--- src/rtl/narrow_pkg.sv ---
// rtl/narrow_pkg.sv - shared types and constants for the word_narrow datapath
package narrow_pkg;

    localparam int OUT_W_DEF = 16;

    localparam logic MODE_SPLIT  = 1'b0;
    localparam logic MODE_NARROW = 1'b1;

    typedef enum logic [1:0] {
        ST_EMPTY = 2'd0,
        ST_LO    = 2'd1,
        ST_HI    = 2'd2
    } state_t;

endpackage

--- src/rtl/narrow_check.sv ---
// rtl/narrow_check.sv - range check and narrowing of one 2*OUT_W word to OUT_W bits
// NARROW_SAT_EN: out-of-range values saturate instead of truncating.
module narrow_check
    import narrow_pkg::*;
#(
    parameter int OUT_W = OUT_W_DEF
) (
    input  logic [2*OUT_W-1:0] i_word,
    input  logic               i_sign,
    output logic               o_ovf,
    output logic [OUT_W-1:0]   o_half
);

    logic [OUT_W-1:0] w_lo;
    logic [OUT_W-1:0] w_hi;
    logic [OUT_W-1:0] w_ext;

    assign w_lo  = i_word[OUT_W-1:0];
    assign w_hi  = i_word[2*OUT_W-1:OUT_W];
    // The upper half must equal what 16->32 extension of the lower half would produce.
    assign w_ext = i_sign ? {OUT_W{w_lo[OUT_W-1]}} : '0;
    assign o_ovf = (w_hi != w_ext);

`ifdef NARROW_SAT_EN
    logic [OUT_W-1:0] w_sat;

    assign w_sat  = i_sign ? {i_word[2*OUT_W-1], {(OUT_W-1){~i_word[2*OUT_W-1]}}} : '1;
    assign o_half = o_ovf ? w_sat : w_lo;
`else
    assign o_half = w_lo;
`endif

endmodule

--- src/rtl/word_narrow.sv ---
// rtl/word_narrow.sv - narrows a stream of 2*OUT_W words into OUT_W halfwords (SPLIT / NARROW)
// NARROW_SAT_EN selects saturation inside narrow_check; default build truncates.
module word_narrow
    import narrow_pkg::*;
#(
    parameter int OUT_W = OUT_W_DEF
) (
    input  logic               clk_i,
    input  logic               rst_i,
    input  logic               in_valid_i,
    output logic               in_ready_o,
    input  logic [2*OUT_W-1:0] in_data_i,
    input  logic               mode_i,
    input  logic               sign_i,
    output logic               out_valid_o,
    input  logic               out_ready_i,
    output logic [OUT_W-1:0]   out_data_o,
    output logic               out_last_o,
    output logic               ovf_o
);

    localparam int IN_W = 2 * OUT_W;

    state_t            r_state;
    state_t            w_state_nxt;
    logic [IN_W-1:0]   r_word;
    logic              r_mode;
    logic              r_sign;

    logic              r_out_valid;
    logic [OUT_W-1:0]  r_out_data;
    logic              r_out_last;
    logic              r_ovf;

    logic              w_last_shown;
    logic              w_accept;
    logic              w_out_hs;
    logic [IN_W-1:0]   w_word_nxt;
    logic              w_mode_nxt;
    logic              w_sign_nxt;
    logic              w_ovf;
    logic [OUT_W-1:0]  w_half;
    logic              w_valid_nxt;
    logic [OUT_W-1:0]  w_data_nxt;
    logic              w_last_nxt;
    logic              w_ovf_nxt;

    assign w_last_shown = ((r_state == ST_LO) && (r_mode == MODE_NARROW)) || (r_state == ST_HI);
    assign in_ready_o   = (r_state == ST_EMPTY) || (w_last_shown && out_ready_i);
    assign w_accept     = in_valid_i && in_ready_o;
    assign w_out_hs     = r_out_valid && out_ready_i;

    assign w_word_nxt = w_accept ? in_data_i : r_word;
    assign w_mode_nxt = w_accept ? mode_i    : r_mode;
    assign w_sign_nxt = w_accept ? sign_i    : r_sign;

    // Outputs are computed from the next word so they can be registered with zero extra latency.
    narrow_check #(.OUT_W(OUT_W)) u_check (
        .i_word (w_word_nxt),
        .i_sign (w_sign_nxt),
        .o_ovf  (w_ovf),
        .o_half (w_half)
    );

    always_comb begin
        w_state_nxt = r_state;
        case (r_state)
            ST_EMPTY: begin
                if (w_accept) w_state_nxt = ST_LO;
            end
            ST_LO: begin
                if (w_out_hs) begin
                    if (r_mode == MODE_SPLIT) w_state_nxt = ST_HI;
                    else                      w_state_nxt = w_accept ? ST_LO : ST_EMPTY;
                end
            end
            ST_HI: begin
                if (w_out_hs) w_state_nxt = w_accept ? ST_LO : ST_EMPTY;
            end
            default: w_state_nxt = ST_EMPTY;
        endcase
    end

    always_comb begin
        w_valid_nxt = (w_state_nxt != ST_EMPTY);
        w_data_nxt  = '0;
        w_last_nxt  = 1'b0;
        w_ovf_nxt   = 1'b0;
        case (w_state_nxt)
            ST_LO: begin
                if (w_mode_nxt == MODE_SPLIT) begin
                    w_data_nxt = w_word_nxt[OUT_W-1:0];
                end else begin
                    w_data_nxt = w_half;
                    w_last_nxt = 1'b1;
                    w_ovf_nxt  = w_ovf;
                end
            end
            ST_HI: begin
                w_data_nxt = w_word_nxt[IN_W-1:OUT_W];
                w_last_nxt = 1'b1;
            end
            default: ;
        endcase
    end

    always_ff @(posedge clk_i or posedge rst_i) begin
        if (rst_i) begin
            r_state     <= ST_EMPTY;
            r_word      <= '0;
            r_mode      <= MODE_SPLIT;
            r_sign      <= 1'b0;
            r_out_valid <= 1'b0;
            r_out_data  <= '0;
            r_out_last  <= 1'b0;
            r_ovf       <= 1'b0;
        end else begin
            r_state     <= w_state_nxt;
            r_word      <= w_word_nxt;
            r_mode      <= w_mode_nxt;
            r_sign      <= w_sign_nxt;
            r_out_valid <= w_valid_nxt;
            r_out_data  <= w_data_nxt;
            r_out_last  <= w_last_nxt;
            r_ovf       <= w_ovf_nxt;
        end
    end

    assign out_valid_o = r_out_valid;
    assign out_data_o  = r_out_data;
    assign out_last_o  = r_out_last;
    assign ovf_o       = r_ovf;

endmodule

--- config.mk ---
export PLATFORM = sky130hd
export DESIGN_NAME = word_narrow
export DESIGN_NICKNAME = d
export VERILOG_FILES = /design/src/rtl/narrow_pkg.sv /design/src/rtl/narrow_check.sv /design/src/rtl/word_narrow.sv
export SDC_FILE = /design/constraint.sdc
export NUM_CORES = 1
export LEC_CHECK = 0
export BUFFER_PORTS_ARGS = -buffer_cell sky130_fd_sc_hd__buf_2
export CORE_MARGIN = 5
export CORE_UTILIZATION = 56
export DETAILED_ROUTE_END_ITERATION = 10
export GPL_TIMING_DRIVEN = 0
export PLACE_DENSITY = 0.83
export RECOVER_POWER = 50
export SLEW_MARGIN = 20
export SYNTH_ARGS = -nofsm -noshare
export SYNTH_HDL_FRONTEND = slang
export SYNTH_SLANG_ARGS = --single-unit
--- constraint.sdc ---
create_clock -name clk_i -period 5.8 [get_ports clk_i]
set_input_delay 0.29 -clock clk_i [delete_from_list [all_inputs] [get_ports clk_i]]
set_output_delay 0.29 -clock clk_i [all_outputs]
set_load 0.05 [all_outputs]
=== Word-level counts from Yosys, hierarchy flattened ===
Index checks and enable logic that the tools add are counted.

* Input bits: 38
* Register bits: 55

* Reduce and logical (&&, ||, !) cells: 8
* Mux-type cells: 15
* Eq/ne operators: 5

{| class="wikitable"
|+ Operators by type and width
! kind !! count
|-
| $mux 32 || 1
|-
| $pmux 16 s2 || 1
|-
| $mux 16 || 1
|-
| $ne 16x16->1 || 1
|-
| $mux 2 || 4
|-
| $mux 1 || 6
|-
| $pmux 2 s3 || 1
|-
| $eq 2x1->1 const B || 2
|-
| $eq 2x2->1 const B || 2
|-
| $logic_and 1x1->1 || 4
|-
| $logic_not 2->1 || 1
|-
| $logic_or 1x1->1 || 2
|-
| $pmux 1 s2 || 1
|-
| $reduce_bool 2->1 || 1
|}

=== Depth between registers and ports, before layout ===
* Depth after elaboration: 12
* Depth in mapped cells: 9
* Depth with buffers taken out: 7

=== By module ===
Synthesis repeated with hierarchy kept, for this count alone.

* Cells, all modules: 209
* Area total of the unflattened synthesis: 2661.3 um^2

{| class="wikitable"
|+ By module, submodules not included
! module !! sequential area each (um^2) !! instances !! cells an instance !! area each (um^2)
|-
| word_narrow || 1376.3 || 1 || 179 || 2458.6
|-
| narrow_check || 0.0 || 1 || 30 || 202.7
|}

=== Worst setup path before layout ===
No wires, ideal clock.

* Kind: register to register
* From: register r_out_valid, in the netlist out_valid_o
* To: register r_out_data[10], in the netlist out_data_o[10]
* Data arrival time: 2416 ps
* Cell stages (with the launch flop): 9
* Setup slack: 3316 ps
* Required time: 5733 ps
* Path buffers: 3
* Library setup time: 67 ps
* Cells stage by stage: dfrtp_1 -> nand2_1 -> o31a_1 -> ha_1 -> clkbuf_1 -> and2_1 -> buf_1 -> clkbuf_1 -> a32o_1

* Cells in the longest elaborated chain, start to end: 5

{| class="wikitable"
|+ Ends and longest elaborated chain
! item !! line !! RTL
|-
| start, declared || word_narrow.sv:30 || <nowiki>logic r_out_valid;</nowiki>
|-
| start signal, assigned || word_narrow.sv:122 || <nowiki>r_out_valid <= w_valid_nxt;</nowiki>
|-
| $logic_and 1x1->1 (*) || word_narrow.sv:51 || <nowiki>assign w_out_hs = r_out_valid && out_ready_i;</nowiki>
|-
| $mux 2, on equally long branches || word_narrow.sv:78, word_narrow.sv:72 ||
|-
| $pmux 2 s3 (*) || word_narrow.sv:67 || <nowiki>case (r_state)</nowiki>
|-
| $eq 2x2->1 / $eq 2x1->1 (equally long branches) || word_narrow.sv:89 || <nowiki>case (w_state_nxt)</nowiki>
|-
| $pmux 16 s2 (*) || word_narrow.sv:89 ||
|-
| via w_data_nxt[10] || word_narrow.sv:44 || <nowiki>logic [OUT_W-1:0] w_data_nxt;</nowiki>
|-
| end signal, assigned || word_narrow.sv:123 || <nowiki>r_out_data <= w_data_nxt;</nowiki>
|-
| end, declared || word_narrow.sv:31 || <nowiki>logic [OUT_W-1:0] r_out_data;</nowiki>
|}

Mark *: on every way through the listed nets, which the timed path passes. The rest lies on a longest branch.

=== Final worst setup path ===
* From: register r_state[1]
* To: register r_out_data[12], in the netlist out_data_o[12]

* Cells in the longest elaborated chain, start to end: 12

{| class="wikitable"
|+ Ends and longest elaborated chain
! item !! line !! RTL
|-
| start, declared || word_narrow.sv:24 || <nowiki>state_t r_state;</nowiki>
|-
| start signal, assigned || word_narrow.sv:118 || <nowiki>r_state <= w_state_nxt;</nowiki>
|-
| $eq 2x1->1 || word_narrow.sv:48, word_narrow.sv:67 ||
|-
| $logic_and 1x1->1 || word_narrow.sv:48 || <nowiki>assign w_last_shown = ((r_state == ST_LO) && (r_mode == MODE_NARROW)) || (r_state == ST_HI);</nowiki>
|-
| $logic_or 1x1->1 || word_narrow.sv:48 ||
|-
| $logic_and 1x1->1 || word_narrow.sv:49 || <nowiki>assign in_ready_o = (r_state == ST_EMPTY) || (w_last_shown && out_ready_i);</nowiki>
|-
| $logic_or 1x1->1 || word_narrow.sv:49 ||
|-
| $logic_and 1x1->1 || word_narrow.sv:50 || <nowiki>assign w_accept = in_valid_i && in_ready_o;</nowiki>
|-
| $mux 1 || word_narrow.sv:74, word_narrow.sv:78 ||
|-
| $mux 2 || word_narrow.sv:73 || <nowiki>if (r_mode == MODE_SPLIT) w_state_nxt = ST_HI;</nowiki>
|-
| $mux 2 || word_narrow.sv:72 || <nowiki>if (w_out_hs) begin</nowiki>
|-
| $pmux 2 s3 || word_narrow.sv:67 ||
|-
| $eq 2x2->1 / $eq 2x1->1 (equally long branches) || word_narrow.sv:89 ||
|-
| $pmux 16 s2 (*) || word_narrow.sv:89 ||
|-
| via w_data_nxt[12] || word_narrow.sv:44 ||
|}

Marks and branches as above.

==> summary.txt <==
Global routing
  • GRT Resource Usage Total: 20.0%
  • First-pass GRT wire length: 8.36 mm
  • Initial antenna violation count: 0
  • Vias in the first global route: 1730
  • Largest net degree at the start of global routing: 29
  • Global route overflow: 0

Power and ir drop
  • P_sw: 0.668 mW
  • Switching share of power: 40.2%
  • Static leakage: 1.28 nW
  • PD cells: 592 mW/mm²
  • Seq pwr share: 38.8%
  • Worst-case vdd ir drop: 299 µV
  • Clock Power Share: 14.5%
  • Design Power: 1.66 mW
  • Comb pwr share: 46.7%
  • Int Pwr: 0.995 mW

Detailed routing
  • Vias: 1686
  • Drt drc: 0
  • Routed Antenna Nets: 0
  • Vias per inst: 5.98
  • Routed WL: 5.19 mm
  • 1st-iter DRT viols: 106
  • WL/cell: 18.4 µm
  • Drt pass-1 iters: 4

STA
  • Final WS setup: 3.01 ns
  • Slew HR: 4.05%
  • # setup viols final: 0
  • Worst Tran Pin Value: 1.44 ns
  • Peak Freq: 358 MHz
  • Slew Limit Fails: 0
  • Clk_skew: 0.00834 ns
  • Min Tclk post-route: 2.79 ns
  • Setup TNS: 0 ns
  • Fin. Hold Viols: 0
  • Worst hold margin: 0.223 ns
  • Unrepaired setup endpoints after global routing: no
  • Fin crit share: 48.1%

Run status
  • Status: completed

Final layout
  • Non-filler cells, final: 282
  • Share of cells above drive strength 1: 39.7%
  • Diodes inserted: 0
  • Fin util: 69.2%
  • FF+latch area: 0.00138 mm²
  • Fill count: 307
  • Multi-input gate area: 917 µm²
  • Syn-to-layout area delta: 18.7%
  • Nets: 273
  • Final Cell Area: 0.00281 mm²

Synth
  • Top cell type's share of synthesized area: 58.2%
  • Synthesized flop and latch total: 55
  • Async S/R FF share, synth: 100%
  • Gate Count Post-Synth: 167
  • Area contributors post-synth: dfrtp_1, mux2_2, a32o_1, mux2_4, nand4_1
  • EDFF count, synth: 0
  • Main flop type after synthesis: dfrtp_1
  • Synthesis Warnings: 0
  • Synthesized Nets: 208
  • Post-synthesis cell type with the largest combined area: dfrtp_1
  • Mapped cell area: 0.00236 mm²
  • Top-count cell post-synth: dfrtp_1
  • Most frequent cells after synthesis: dfrtp_1, mux2_2, a32o_1, mux2_4
  • Syn_area_per_cell: 14.2 µm²
  • Seq/Total Area, Yosys: 58.2%
  • Netlist cell types: 27

Place
  • GPL Wtd Cong: 0.794
  • Placed Area: 0.00273 mm²
  • Pre-CTS setup slack: 3.07 ns
  • Hpwl dp: 3.82 mm
  • Placed Instances: 275
  • Port Buffer Count: 57

Setup path
  • Worst setup EP type: flop
  • Cell repeated most along the worst path: clkbuf_1
  • Worst R2R Start: r_state[1]$_DFF_PP0_
  • CP Cell Sequence: nand2b_1 > o31a_1 > ha_1 > clkbuf_1 > and2_1 > buf_1 > clkbuf_1 > a32o_1
  • Crit path required time: 6.04 ns
  • Reg2Reg Setup Slack: 3.01 ns
  • Crit path max-delay cell type: clkbuf_1
  • Critical path peak fanout: 10
  • Critical path class: flop to flop
  • Crit path launch type: flop
  • Reg2reg end: out_data_o[12]$_DFF_PP0_
  • Worst reg2reg path depth: 8
  • Worst path max stage delay: 0.46 ns
  • Arrival time worst endpoint: 3.03 ns

Die
  • Initial Util: 58.3%
  • Core ar.: 0.00406 mm²
  • Die height: 75.0 µm
  • Cell row count: 23
  • Die W: 75.0 µm
  • Num ports: 58
  • DIE AREA: 0.00562 mm²

Clock network
  • CTS resizes: 0
  • Hold Buf Count CTS: 0
  • Skew-Pair Late Insertion Delay: 0.30 ns
  • H-Tree Depth: 2
  • TritonCTS Buffers: 5
  • Post-CTS Setup Inserts: 0
  • CTS tree: done
  • CTS Sinks: 55
  • Root Buffer: clkbuf_8
  • Clk slew on worst S/H paths: 0.09 ns
  • Bufs on Longest Clock Path: 2

Hold path
  • HP Class: input port to asynchronous set/reset pin

Flow run
  • Max cap viols: 0
==> power groups by stage <==
stage               registers, mW  clock network, mW  logic (mW)
detailed placement          0.650                  0       0.780
global placement            0.635                  0       0.760
global route                0.661              0.261       0.837
floorplan                   0.757                  0       0.476
finish                      0.644              0.241       0.777
CTS                         0.643              0.245       0.786
==> cell families (layout without fill, tap and decap cells) <==
logic type      after synthesis  in the layout  share of synthesized area (%)
flops                        55             55                           58.2
fa+ha+maj                     3              3                           1.59
compound gates               24             24                           10.0
buf+inv                      13             78                           3.02
simple gates                 38             38                           9.42
mux                          34             34                           17.8
==> how the worst max path moves through the flow <==
stage                     cells past startpoint                  endpoint  slack (ns)             startpoint
after floorplan                               8  out_data_o[10]$_DFF_PP0_        3.32  out_valid_o$_DFF_PP0_
after global placement                        8   out_data_o[7]$_DFF_PP0_        3.15   r_state[1]$_DFF_PP0_
after detailed placement                      9  out_data_o[12]$_DFF_PP0_        3.07   r_state[0]$_DFF_PP0_
after CTS                                     9  out_data_o[12]$_DFF_PP0_        3.03   r_state[0]$_DFF_PP0_
after global routing                          9  out_data_o[12]$_DFF_PP0_        2.82   r_state[0]$_DFF_PP0_
final                                         8  out_data_o[12]$_DFF_PP0_        3.01   r_state[1]$_DFF_PP0_
==> routing by layer <==
metal | vias up | global-route usage [%] | part of all wire [%]
li1 | 770 | - | -
met1 | 845 | 26.3 | 39
met2 | 62 | 33.0 | 52
met3 | 9 | 5.61 | 7.0
met4 | 0 | 5.14 | 1.4
met5 | - | 0 | 0
==> worst max-delay path, delay by kind of cell (launching register included) <==
family	cells	cell delay (ns)
and+or+nand+nor	2	0.37
adders and majority gates	1	0.28
buffers and inverters	3	1.14
AOI/OAI and AO/OA	2	0.51
DFF	1	0.44
==> cells in the final DEF (no fill, tap or decap), drive strengths merged, types with 3 or more instances in the layout <==
cell     n
nor2b    3
nor4     8
a32o    16
buf     53
nand4    8
clkbuf  20
nand3    5
mux2    34
a22oi    3
ha       3
dfrtp   55
inv      4
or3      5
nand2    4
==> sequential cells by signal (all words and copies together) (netlist names) <==
name,flops
out_data_o,16
out_last_o,1
r_sign,1
out_valid_o,1
r_word,32
r_mode,1
ovf_o,1
r_state,2
==> area by class of cell <==
class / instances / area share, %
repair buffers: 58 / 9.89
inverters: 4 / 0.535
clock inverters: 1 / 1.07
clock buffers: 6 / 2.58
flip-flops and latches: 55 / 49.0
multi-input cells: 99 / 32.7
well taps: 50 / 2.23
plain buffers: 9 / 2.01
Note: power is estimated with default switching activity, not from simulation.
